$ cat src/rtl/apb_pkg.sv
// Shared APB definitions: requester state encoding, default bus widths and
// the UART register map used by the completer and the benches.
// Latency: n/a. Backpressure: n/a.
package apb_pkg;

  typedef enum logic [1:0] {
    ST_IDLE   = 2'd0,
    ST_SETUP  = 2'd1,
    ST_ACCESS = 2'd2,
    ST_RESP   = 2'd3
  } apb_mst_state_e;

  localparam int APB_ADDR_W = 12;
  localparam int APB_DATA_W = 32;

  // UART register block byte offsets
  localparam logic [APB_ADDR_W-1:0] UART_TX_DATA = 12'h000;
  localparam logic [APB_ADDR_W-1:0] UART_RX_DATA = 12'h004;
  localparam logic [APB_ADDR_W-1:0] UART_CFG     = 12'h008;
  localparam logic [APB_ADDR_W-1:0] UART_CTRL    = 12'h00C;
  localparam logic [APB_ADDR_W-1:0] UART_STT     = 12'h010;

  // Word transfers only: the two byte-offset bits must be zero.
  function automatic logic word_aligned(input logic [1:0] byte_off);
    return byte_off == 2'b00;
  endfunction

endpackage

$ cat src/rtl/apb_wait_timer.sv
// Saturating wait-state counter used to bound an APB ACCESS phase.
// Latency: count updates one cycle after inc; expired is a decode of the count.
// Backpressure: none; clear has priority over inc.
//
// Ports:
//   clk, reset_n : clock, asynchronous active-low reset
//   clear        : zero the count (entry to SETUP)
//   inc          : one more wait cycle observed this cycle
//   expired      : high when one more inc makes the count reach TIMEOUT,
//                  so the requester can leave on exactly the TIMEOUT-th
//                  wait cycle; never high when TIMEOUT is 0
module apb_wait_timer #(
  parameter int TIMEOUT = 16
) (
  input  logic clk,
  input  logic reset_n,
  input  logic clear,
  input  logic inc,
  output logic expired
);

  // TIMEOUT = 0 still needs a legal one-bit counter; it just never expires.
  localparam int CW = (TIMEOUT > 0) ? $clog2(TIMEOUT + 1) : 1;
  localparam logic [CW-1:0] LIMIT      = CW'(TIMEOUT);
  localparam logic [CW-1:0] LIMIT_LAST = CW'(TIMEOUT - 1);

  logic [CW-1:0] count;

  always_ff @(posedge clk or negedge reset_n) begin
    if (!reset_n) begin
      count <= '0;
    end else if (clear) begin
      count <= '0;
    end else if (inc && (TIMEOUT != 0) && (count != LIMIT)) begin
      count <= count + CW'(1);
    end
  end

  assign expired = (TIMEOUT != 0) && (count == LIMIT_LAST);

endmodule

$ cat src/rtl/apb_master.sv
// Single-outstanding APB4 requester: valid/ready command in, registered response out.
// Latency: cmd handshake T -> SETUP T+1 -> ACCESS T+2 -> rsp_valid T+3 (+1 per wait state);
//          misaligned commands answer at T+1 without touching the bus.
// Backpressure: cmd_ready_o only in IDLE; response held in RESP until rsp_ready_i.
//
// Ports:
//   clk, reset_n                     : clock, asynchronous active-low reset
//   cmd_valid_i/cmd_ready_o          : command handshake
//   cmd_write_i, cmd_addr_i,
//   cmd_wdata_i, cmd_strb_i          : command payload
//   rsp_valid_o/rsp_ready_i          : response handshake
//   rsp_rdata_o, rsp_err_o,
//   rsp_timeout_o                    : response payload
//   psel_o .. pstrb_o                : APB request outputs (all from flops/state)
//   prdata_i, pready_i, pslverr_i    : APB completer returns
module apb_master
  import apb_pkg::*;
#(
  parameter int ADDR_W  = APB_ADDR_W,
  parameter int DATA_W  = APB_DATA_W,
  parameter int TIMEOUT = 16
) (
  input  logic                clk,
  input  logic                reset_n,
  input  logic                cmd_valid_i,
  output logic                cmd_ready_o,
  input  logic                cmd_write_i,
  input  logic [ADDR_W-1:0]   cmd_addr_i,
  input  logic [DATA_W-1:0]   cmd_wdata_i,
  input  logic [DATA_W/8-1:0] cmd_strb_i,
  output logic                rsp_valid_o,
  input  logic                rsp_ready_i,
  output logic [DATA_W-1:0]   rsp_rdata_o,
  output logic                rsp_err_o,
  output logic                rsp_timeout_o,
  output logic                psel_o,
  output logic                penable_o,
  output logic                pwrite_o,
  output logic [ADDR_W-1:0]   paddr_o,
  output logic [DATA_W-1:0]   pwdata_o,
  output logic [DATA_W/8-1:0] pstrb_o,
  input  logic [DATA_W-1:0]   prdata_i,
  input  logic                pready_i,
  input  logic                pslverr_i
);

  apb_mst_state_e state, state_next;

  logic misaligned;
  logic accept;
  logic tmr_clear;
  logic tmr_inc;
  logic tmr_expired;
  logic done_ok;
  logic done_tmo;

  assign misaligned = !word_aligned(cmd_addr_i[1:0]);

  // ---------------------------------------------------------------------------
  // State register
  // ---------------------------------------------------------------------------
  always_ff @(posedge clk or negedge reset_n) begin
    if (!reset_n) begin
      state <= ST_IDLE;
    end else begin
      state <= state_next;
    end
  end

  // ---------------------------------------------------------------------------
  // Next-state and transfer-event decode
  // ---------------------------------------------------------------------------
  always_comb begin
    state_next = state;
    accept     = 1'b0;
    tmr_clear  = 1'b0;
    tmr_inc    = 1'b0;
    done_ok    = 1'b0;
    done_tmo   = 1'b0;
    case (state)
      ST_IDLE: begin
        if (cmd_valid_i) begin
          accept = 1'b1;
          if (misaligned) begin
            state_next = ST_RESP;
          end else begin
            state_next = ST_SETUP;
            tmr_clear  = 1'b1;
          end
        end
      end
      ST_SETUP: begin
        state_next = ST_ACCESS;
      end
      ST_ACCESS: begin
        if (pready_i) begin
          done_ok    = 1'b1;
          state_next = ST_RESP;
        end else begin
          tmr_inc = 1'b1;
          if (tmr_expired) begin
            done_tmo   = 1'b1;
            state_next = ST_RESP;
          end
        end
      end
      ST_RESP: begin
        if (rsp_ready_i) begin
          state_next = ST_IDLE;
        end
      end
      default: begin
        state_next = ST_IDLE;
      end
    endcase
  end

  // Handshake and APB phase signals are pure state decodes, so reset drops
  // them the instant reset_n falls.
  assign cmd_ready_o = (state == ST_IDLE);
  assign psel_o      = (state == ST_SETUP) || (state == ST_ACCESS);
  assign penable_o   = (state == ST_ACCESS);
  assign rsp_valid_o = (state == ST_RESP);

  // ---------------------------------------------------------------------------
  // Wait-state timer
  // ---------------------------------------------------------------------------
  apb_wait_timer #(
    .TIMEOUT (TIMEOUT)
  ) u_wait_timer (
    .clk     (clk),
    .reset_n (reset_n),
    .clear   (tmr_clear),
    .inc     (tmr_inc),
    .expired (tmr_expired)
  );

  // ---------------------------------------------------------------------------
  // APB request registers: loaded only for aligned commands, so a rejected
  // command leaves the bus untouched. Read commands carry zero data/strobes.
  // ---------------------------------------------------------------------------
  always_ff @(posedge clk or negedge reset_n) begin
    if (!reset_n) begin
      pwrite_o <= 1'b0;
      paddr_o  <= '0;
      pwdata_o <= '0;
      pstrb_o  <= '0;
    end else if (accept && !misaligned) begin
      pwrite_o <= cmd_write_i;
      paddr_o  <= cmd_addr_i;
      pwdata_o <= cmd_write_i ? cmd_wdata_i : '0;
      pstrb_o  <= cmd_write_i ? cmd_strb_i  : '0;
    end
  end

  // ---------------------------------------------------------------------------
  // Response registers: written only on entry to RESP, so they stay stable
  // for as long as the response waits for rsp_ready_i.
  // ---------------------------------------------------------------------------
  always_ff @(posedge clk or negedge reset_n) begin
    if (!reset_n) begin
      rsp_rdata_o   <= '0;
      rsp_err_o     <= 1'b0;
      rsp_timeout_o <= 1'b0;
    end else if (accept && misaligned) begin
      rsp_rdata_o   <= '0;
      rsp_err_o     <= 1'b1;
      rsp_timeout_o <= 1'b0;
    end else if (done_ok) begin
      // Read data is only meaningful for an error-free read.
      rsp_rdata_o   <= (!pwrite_o && !pslverr_i) ? prdata_i : '0;
      rsp_err_o     <= pslverr_i;
      rsp_timeout_o <= 1'b0;
    end else if (done_tmo) begin
      rsp_rdata_o   <= '0;
      rsp_err_o     <= 1'b1;
      rsp_timeout_o <= 1'b1;
    end
  end

endmodule

$ cat config.mk
export PLATFORM = sky130hd
export DESIGN_NAME = apb_master
export DESIGN_NICKNAME = d
export VERILOG_FILES = /design/src/rtl/apb_pkg.sv /design/src/rtl/apb_wait_timer.sv /design/src/rtl/apb_master.sv
export SDC_FILE = /design/constraint.sdc
export NUM_CORES = 1
export LEC_CHECK = 0
export ABC_AREA = 0
export CAP_MARGIN = 40
export CORE_MARGIN = 5
export CORE_UTILIZATION = 35
export CTS_BUF_LIST = sky130_fd_sc_hd__clkbuf_4
export DETAILED_ROUTE_END_ITERATION = 6
export PLACE_DENSITY = 0.8
export SYNTH_ARGS = -nofsm -noshare
export SYNTH_HDL_FRONTEND = slang
export SYNTH_HIERARCHICAL = 1
export SYNTH_SLANG_ARGS = --single-unit
export TNS_END_PERCENT = 50
$ cat constraint.sdc
create_clock -name clk -period 2.2 [get_ports clk]
set_input_delay 0.44 -clock clk [delete_from_list [all_inputs] [get_ports clk]]
set_output_delay 0.44 -clock clk [all_outputs]
set_load 0.05 [all_outputs]
== Yosys cells after proc, flatten, opt, wreduce, memory -nomap -nowiden ==
Index checks and enable logic that the tools add are counted.
Operators by class
  add/subtract/negate cells: 1
  eq/ne operators: 8
  muxes and demuxes: 31
  reduce and logical (&&, ||, !) cells: 13
Operators by type and width (number)
  $mux W32: 5
  $mux W1: 17
  $mux W2: 5
  $mux W5: 2
  $pmux W2 S4: 1
  $add A5 B1 Y5 const B: 1
  $eq A5 B4 Y1 const B: 1
  $ne A5 B5 Y1 const B: 1
  $eq A2 B2 Y1 const B: 2
  $logic_and A1 B1 Y1: 4
  $logic_not A2 Y1: 2
  $mux W4: 1
  $logic_not A1 Y1: 3
  $ne A3 B1 Y1 const B: 1
  $reduce_and A3 Y1: 1
  $reduce_bool A3 Y1: 1
  $eq A2 B1 Y1 const B: 1
  $ne A2 B1 Y1 const B: 1
  $ne A2 B2 Y1 const B: 1
  $reduce_bool A2 Y1: 1
  $logic_or A1 B1 Y1: 1
Storage, ports and cells
  register bits: 90
  input port bits: 87
  output and inout port bits: 87
  logic and storage cells: 62

== Depth between registers and ports, before layout ==
Gate-level depths: netlist (run 1).
  depth in word-level cells: 7
  depth in mapped cells: 8
  mapped depth without buffers: 6

== Modules after synthesis ==
The synthesis (run 1) kept the hierarchy.
Modules (own cells, without submodules)
  apb_master: times used 1, cells an instance 320, area an instance 3494.6 µm², seq. area each 2127.0 µm²
  apb_wait_timer: times used 1, cells an instance 30, area an instance 292.8 µm², seq. area each 125.1 µm²

== Worst setup path after synthesis (run 1) ==
Ideal clock, no wire load.
  path type: register to register
  from: register state[0]
  to: register u_wait_timer.count[0]
  library setup time: 125 ps
  arrival time: 1988 ps
  required time: 2075 ps
  setup slack: 87 ps
  cell stages (with the launch flop): 9
  buffers on the path: 2
  clock period less this slack: 2113 ps
  cell sequence: dfrtp_1 -> inv_1 -> ha_1 -> nand4bb_4 -> buf_6 -> buf_6 -> inv_1 -> nor2_1 -> mux2_4
On the way
  elaborated cells between the ends (all ways): 7
  those cells by class: 1 x eq/ne; 3 x mux; 3 x reduce/logical
RTL lines
  start: declaration: line apb_master.sv:47  | apb_mst_state_e state, state_next;
  start signal: assignment: line apb_master.sv:66  | state <= state_next;
  $logic_not A2 Y1 (*)
  named net cmd_ready_o: line apb_master.sv:26  | output logic cmd_ready_o,
  $mux W1 (*): line apb_master.sv:80  | case (state)
  named net tmr_clear: line apb_master.sv:51  | logic tmr_clear;
  $mux W5 / $reduce_bool A2 Y1 (equally long branches)
  end signal: assignment: line apb_wait_timer.sv:35  | count <= count + CW'(1);
  end: declaration: line apb_wait_timer.sv:27  | logic [CW-1:0] count;
Mark *: on every way through the listed nets, which the timed path passes. The rest lies on a longest branch.
A chain may end at the register's enable or synchronous reset.

== Final worst setup path (run 1) ==
  from: register rsp_rdata_o[15]
  to: output rsp_rdata_o[15]
RTL lines
  start: declaration: line apb_master.sv:33  | output logic [DATA_W-1:0] rsp_rdata_o,
  start signal: assignment: line apb_master.sv:171  | rsp_rdata_o <= (!pwrite_o && !pslverr_i) ? prdata_i : '0;
No word-level cell between the ends.

==> impl_metrics.py, run 1 <==
metrics = {
    "worst_setup_path": {
        "path_cells": "clkdlybuf4s50_1",
        "cpMaxStageDelayCell": "clkdlybuf4s50_1",
        "end_kind": "output pin",
        "arrival_ns": 1.63,
        "ff2ff_setup_slack_ns": 0.32,
        "reg2reg_depth": 5,
        "path_class": "register to output pin",
        "required_ns": 1.76,
        "startpoint": "rsp_rdata_o[15]$_DFFE_PN0P_",
        "crit_family": "buffers and inverters",
        "cp_slowest_stage_delay_ns": 0.82,
        "r2r_start": "state[0]$_DFFE_PN0P_",
        "crit_fanout": 2,
        "startpoint_type": "register",
        "critPathBufInv": 1,
        "r2r_end": "u_wait_timer/count[0]$_DFFE_PN0P_",
    },
    "clock_tree": {
        "clock_latency_ns": 0.41,
        "clk_path_buf_depth": 2,
        "htree_levels": 3,
        "clock-sinks": 90,
        "cts_setup_buffers": 0,
        "clk_pin_slew_worst_paths_ns": 0.12,
        "clock-root-buffer": "clkbuf_4",
        "numCtsBuffers": 9,
        "cts_tree": "built",
    },
    "sta": {
        "worstMarginPinSlew_ns": 0.548,
        "max_freq_mhz": 484,
        "finalCriticalPeriod_ns": 2.07,
        "finClkSkew_ns": 0.0140,
        "setup_viol": 0,
        "max_slew_margin": 0.633,
        "tns_ns": 0,
        "rsz0062_at_grt": "no",
        "min_period_over_period": 0.939,
        "timing.hold.ws_ns": 0.469,
        "hold_viol": 0,
        "slew_violations": 0,
    },
    "global_routing": {
        "grt_max_degree": 51,
        "grtUsageTotal": 0.154,
        "grt_overflow": 0,
        "antenna_found_initial": 0,
        "grt_pass1_vias": 3254,
        "grt_pass1_wl_mm": 16.0,
    },
    "synthesis": {
        "syn_area_um2": 3790,
        "synth_edf_count": 0,
        "yosysMostFrequentCell": "dfrtp_1",
        "syn_inst": 350,
        "synth.avg_cell_area_um2": 10.8,
        "yosys_warnings": 6,
        "synth.largest_area_cell": "dfrtp_1",
        "async_reset_ff_frac": 1.00,
        "synth.net_count": 443,
        "ys_ff_latch": 90,
        "synth.distinct_cells": 33,
        "synthTopCellsByArea": "dfrtp_1 59%, nand2_1 7.6%, a22oi_1 6.3%",
        "yosysSeqAreaShare": 0.595,
        "yosys.area.top_type_share": 0.595,
        "synth_commonest_cells": "90 x dfrtp_1, 77 x nand2_1, 39 x nor2_1",
        "synth-main-ff-cell": "dfrtp_1",
    },
    "routing": {
        "avgViaCountPerCell": 4.77,
        "first_iter_violations": 200,
        "ant_nets": 0,
        "remaining_drc_errors": 0,
        "first_pass_iters": 5,
        "wl_mm": 9.93,
        "via_count": 3170,
        "wire_per_inst_um": 14.9,
    },
    "floorplanning": {
        "io_pins": 174,
        "die_y_um": 114,
        "core_um2": 10700,
        "start_util": 0.352,
        "dieArea_um2": 13000,
        "die_w_um": 114,
        "rows": 38,
    },
    "placement": {
        "port_buffers": 173,
        "dp_hpwl_mm": 7.44,
        "place_congestion": 0.789,
        "placed_area_um2": 5650,
    },
    "final_layout": {
        "fill_cells": 942,
        "layout-drive-gt1-share": 0.0914,
        "fin_area_um2": 5790,
        "antenna_cells": 0,
        "area_growth_syn_to_layout_pct": 53.0,
        "nets": 613,
    },
    "power": {
        "ir_drop_mv": 0.821,
        "powerDensity_nw_per_um2": 1570,
        "total_power_uw": 9090,
        "power.leakage_uw": 0.00262,
    },
    "worst_hold_path": {
        "hp-class": "input port to async pin",
    },
    "status": {
        "outcome": "completed",
    },
    "job": {
        "cap_violations": 0,
    },
}
stage by stage:
stage / setup WS (ns) / utilization / cells
2_1_floorplan: 0.0872 / - / 350
3_3_place_gp: 0.296 / 0.526 / 648
3_5_place_dp: 0.233 / 0.526 / 648
4_1_cts: 0.0323 / 0.539 / 665
5_1_grt: 0.0270 / 0.539 / 665
6_report: 0.133 / 0.539 / 665
how the worst max path moves through the flow:
stage,depth (start not counted),to
detailed placement,4,u_wait_timer/count[0]$_DFFE_PN0P_
floorplan,8,u_wait_timer/count[0]$_DFFE_PN0P_
finish,1,rsp_rdata_o[15]
CTS,1,pwrite_o
global placement,4,state[1]$_DFFE_PN0P_
global route,1,paddr_o[2]
cell families (layout without fill, tap and decap cells):
group | count (synthesis) | in the layout | share of synthesized area
fa+ha+maj | 6 | 6 | 0.0198
mux | 14 | 14 | 0.0532
simple gates | 128 | 128 | 0.143
compound gates | 79 | 79 | 0.136
xor+xnor | 1 | 1 | 0.00231
buf+inv | 32 | 207 | 0.0512
flops | 90 | 90 | 0.595
flip-flops by register name (all words and copies together) (netlist names):
name and flops:
paddr_o 12, pstrb_o 4, pwdata_o 32, pwrite_o 1
rsp_err_o 1, rsp_rdata_o 32, rsp_timeout_o 1, state 2
u_wait_timer/count 5
metal layers:
metal  wire length (µm)  vias to the layer above  global-route usage
met4                137                        0              0.0618
met1               4130                     1500               0.194
met5                  0                        -                   0
li1                   -                     1520                   -
met2               4700                      137               0.244
met3                967                       13              0.0515
power breakdown:
group,internal (µW),switching (µW)
logic,1920,3510
registers,2350,431
clock network,378,511
total,4640,4450
layout make-up:
| class | instances | area [µm²] | area share |
|---|---|---|---|
| clock buffers | 12 | 90.1 | 0.0156 |
| clock inverters | 4 | 42.5 | 0.00734 |
| inverters | 9 | 33.8 | 0.00583 |
| multi-input cells | 228 | 1350 | 0.232 |
| flip-flops and latches | 90 | 2250 | 0.389 |
| well taps | 140 | 175 | 0.0302 |
| repair buffers | 182 | 1850 | 0.320 |
placed cells by master (no fill, tap or decap), types with 2 or more instances in the layout:
| cell | count |
|---|---|
| a211oi_1 | 2 |
| a22oi_1 | 32 |
| clkdlybuf4s50_1 | 167 |
| a21oi_1 | 3 |
| and2_1 | 2 |
| o21ai_0 | 29 |
| nand2_1 | 77 |
| mux2_4 | 12 |
| clkinv_1 | 2 |
| nor2_1 | 39 |
| inv_1 | 9 |
| buf_4 | 8 |
| o21ai_1 | 4 |
| clkbuf_4 | 12 |
| ha_1 | 6 |
| buf_12 | 5 |
| dfrtp_1 | 90 |
| nor2b_1 | 2 |
| nand2b_1 | 2 |
| o21ai_2 | 4 |
repair_timing:
action	in CTS	in global routing
hold buffers	1	0
gates resized for setup	0	1
setup endpoints to repair	0	1
endpoints found under the hold margin	17	0
Power figures use the tool's default switching activity.
==> run 2: changes to the inputs <==
Settings changed: ABC_AREA 0 to 1, CORE_MARGIN 5 to 3, PLACE_DENSITY 0.8 to 0.82.
Clock period 2.2 ns to 1.7 ns, I/O delays scaled along.
==> run 2 against run 1 <==
  * Clock power up 30%
  * Wire length up 12%
  * Critical path depth up 2
  * Die area shrank 4.3%
  * Synthesized cell count is 27% higher
  * Critical path type unchanged
  * Largest power group unchanged
==> impl_metrics.py, run 2 <==
metrics = {
    "sta": {
        "hold_viol": 0,
        "worstMarginPinSlew_ns": 0.495,
        "finClkSkew_ns": 0.0174,
        "finalCriticalPeriod_ns": 1.68,
        "setup_viol": 0,
        "slew_violations": 0,
        "final.setup.worst_slack_ns": 0.0172,
        "rsz0062_at_grt": "yes",
        "max_slew_margin": 0.670,
        "timing.hold.ws_ns": 0.426,
        "min_period_over_period": 0.990,
        "max_freq_mhz": 594,
    },
    "synthesis": {
        "synth_compound_area_frac": 0.00610,
        "async_reset_ff_frac": 1.00,
        "synthAdderAreaFrac": 0.0193,
        "syn_inst": 446,
        "synth.avg_cell_area_um2": 8.74,
        "syn_area_um2": 3900,
        "synth_top_family_by_area": "simple AND/OR/NAND/NOR gates",
        "yosys.area.top_type_share": 0.578,
        "ys_ff_latch": 90,
        "synth-simple-area-share": 0.328,
        "synth.net_count": 539,
        "synthTopCellsByArea": "dfrtp_1 58%, nand2_1 19%, nand4_1 5.9%",
        "yosysMostFrequentCell": "nand2_1",
        "synth-main-ff-cell": "dfrtp_1",
        "synth.distinct_cells": 19,
        "yosysSeqAreaShare": 0.578,
        "synth_commonest_cells": "200 x nand2_1, 90 x dfrtp_1, 39 x nand3_1",
        "muxShareOfSynthArea": 0,
        "synthXorXnorAreaFrac": 0,
        "yosys_warnings": 6,
        "synth_edf_count": 0,
        "synth.largest_area_cell": "dfrtp_1",
    },
    "placement": {
        "place_congestion": 0.846,
        "port_buffers": 173,
        "pre_cts_slack_ns": 0.0142,
        "numPlacedInstances": 747,
        "dp_hpwl_mm": 7.85,
    },
    "status": {
        "outcome": "completed",
    },
    "final_layout": {
        "nets": 725,
        "post-route-util": 0.566,
        "final_cell_mix": "199 x nand2_1, 97 x buf_4, 90 x dfrtp_1",
        "layout-drive-gt1-share": 0.226,
        "finalNonFillerCells": 773,
        "final_common_cell": "nand2_1",
        "area_growth_syn_to_layout_pct": 53.2,
        "reg_top3": "pwdata_o x32, rsp_rdata_o x32, paddr_o x12",
        "antenna_cells": 0,
    },
    "routing": {
        "wire_per_inst_um": 14.4,
        "first_pass_iters": 5,
        "remaining_drc_errors": 0,
        "first_iter_violations": 425,
        "via_count": 3761,
        "avgViaCountPerCell": 4.87,
        "ant_nets": 0,
        "wl_mm": 11.1,
    },
    "worst_setup_path": {
        "crit_fanout": 3,
        "r2r_start": "u_wait_timer/count[1]$_DFFE_PN0P_",
        "startpoint": "state[0]$_DFFE_PN0P_",
        "end_kind": "output pin",
        "startpoint_type": "register",
        "arrival_ns": 1.34,
        "path_class": "register to output pin",
        "required_ns": 1.36,
    },
    "clock_tree": {
        "cts_tree": "built",
        "htree_levels": 3,
        "clk_path_buf_depth": 2,
        "clk_pin_slew_worst_paths_ns": 0.14,
        "numCtsBuffers": 9,
        "clock-root-buffer": "clkbuf_4",
        "clock-sinks": 90,
        "clock_latency_ns": 0.42,
    },
    "worst_hold_path": {
        "min_from": "cmd_wdata_i[18]",
        "hp-class": "input port to register",
    },
    "global_routing": {
        "grt_max_degree": 91,
        "grt_util_met2": 0.276,
        "grt_pass1_wl_mm": 17.5,
        "use_met3": 0.0511,
        "grt_pass1_vias": 3579,
        "grtUsageTotal": 0.171,
        "antenna_found_initial": 0,
        "use_met1": 0.218,
        "top_usage_layer": "met2",
        "grt_overflow": 0,
    },
    "floorplanning": {
        "die_w_um": 112,
        "die_y_um": 112,
        "core_um2": 10600,
        "start_util": 0.369,
        "dieArea_um2": 12400,
        "io_pins": 174,
        "rows": 37,
    },
    "job": {
        "cap_violations": 0,
    },
    "power": {
        "powerDensity_nw_per_um2": 2110,
        "power.leakage_uw": 0.00324,
        "ir_drop_mv": 1.20,
    },
}
==> run 2: cell types whose count changed after synthesis, moves of 3 or more <==
| cell | change |
|---|---|
| nand3_1 | +39 |
| a22oi_1 | -32 |
| clkbuf_1 | -3 |
| o21ai_0 | -27 |
| nor2_1 | -25 |
| mux2_4 | -12 |
| nand4_1 | +36 |
| nand2_1 | +123 |
| buf_2 | +5 |
| o21ai_1 | -5 |
| inv_1 | +16 |
==> run 2: metal layers <==
metal / part of all wire / vias up / routed length [µm]
li1: - / 1791 / -
met2: 0.48 / 195 / 5330
met1: 0.42 / 1760 / 4620
met5: 0 / - / 0
met4: 0.017 / 0 / 186
met3: 0.087 / 15 / 965
==> run 2: cell type report <==
class                   count  area (µm²)
clock inverters             7        70.1
repair buffers            200        1890
clock buffers               9        67.6
well taps                 136         170
multi-input cells         305        1420
flip-flops and latches     90        2250
fillers                   893        4580
inverters                  26        97.6
==> run 2: repair_timing <==
action,CTS,global route
pin swaps,1,2
endpoints found under the hold margin,90,0
cloned,0,3
hold buffers,1,0
gates resized for setup,6,5
buffers inserted,2,4
endpoints found under the setup margin,14,38
==> run 2: power breakdown <==
| group | switching (µW) | internal (µW) |
|---|---|---|
| sequential | 661 | 3090 |
| combinational | 5140 | 2530 |
| clock | 711 | 447 |
==> run 2: metrics by stage <==
stage	area, µm²	total power (µW)	TNS (ns)
floorplan	3900	8540	0
global placement	5680	11100	0
detailed placement	5680	11200	0
CTS	5870	12500	-0.0348
global route	5970	13300	-0.271
finish	5970	12600	0
==> run 2: path summary, 6_finish.rpt <==
| kind | slack, ns | end | cells after the start |
|---|---|---|---|
| worst max-delay path | 0.02 | psel_o | 3 |
| worst min-delay path | 0.43 | pwdata_o[18]$_DFFE_PN0P_ | 3 |
| worst max register to register | 0.04 | rsp_rdata_o[30]$_DFFE_PN0P_ | 9 |
| worst min register to register | 0.50 | pwdata_o[5]$_DFFE_PN0P_ | 2 |
| max in group asynchronous | 0.83 | rsp_rdata_o[31]$_DFFE_PN0P_ | 3 |
| min in group asynchronous | 0.45 | rsp_rdata_o[1]$_DFFE_PN0P_ | 3 |
==> run 2: cells by family after synthesis <==
family,Yosys count
compound gates,4
fa+ha+maj,6
buf+inv,51
simple gates,295
flops,90
==> run 2: worst max-delay path: stages, from the launching register on <==
cell and delay, ns:
dfrtp_1 0.41, inv_2 0.08, ha_4 0.29, buf_12 0.13
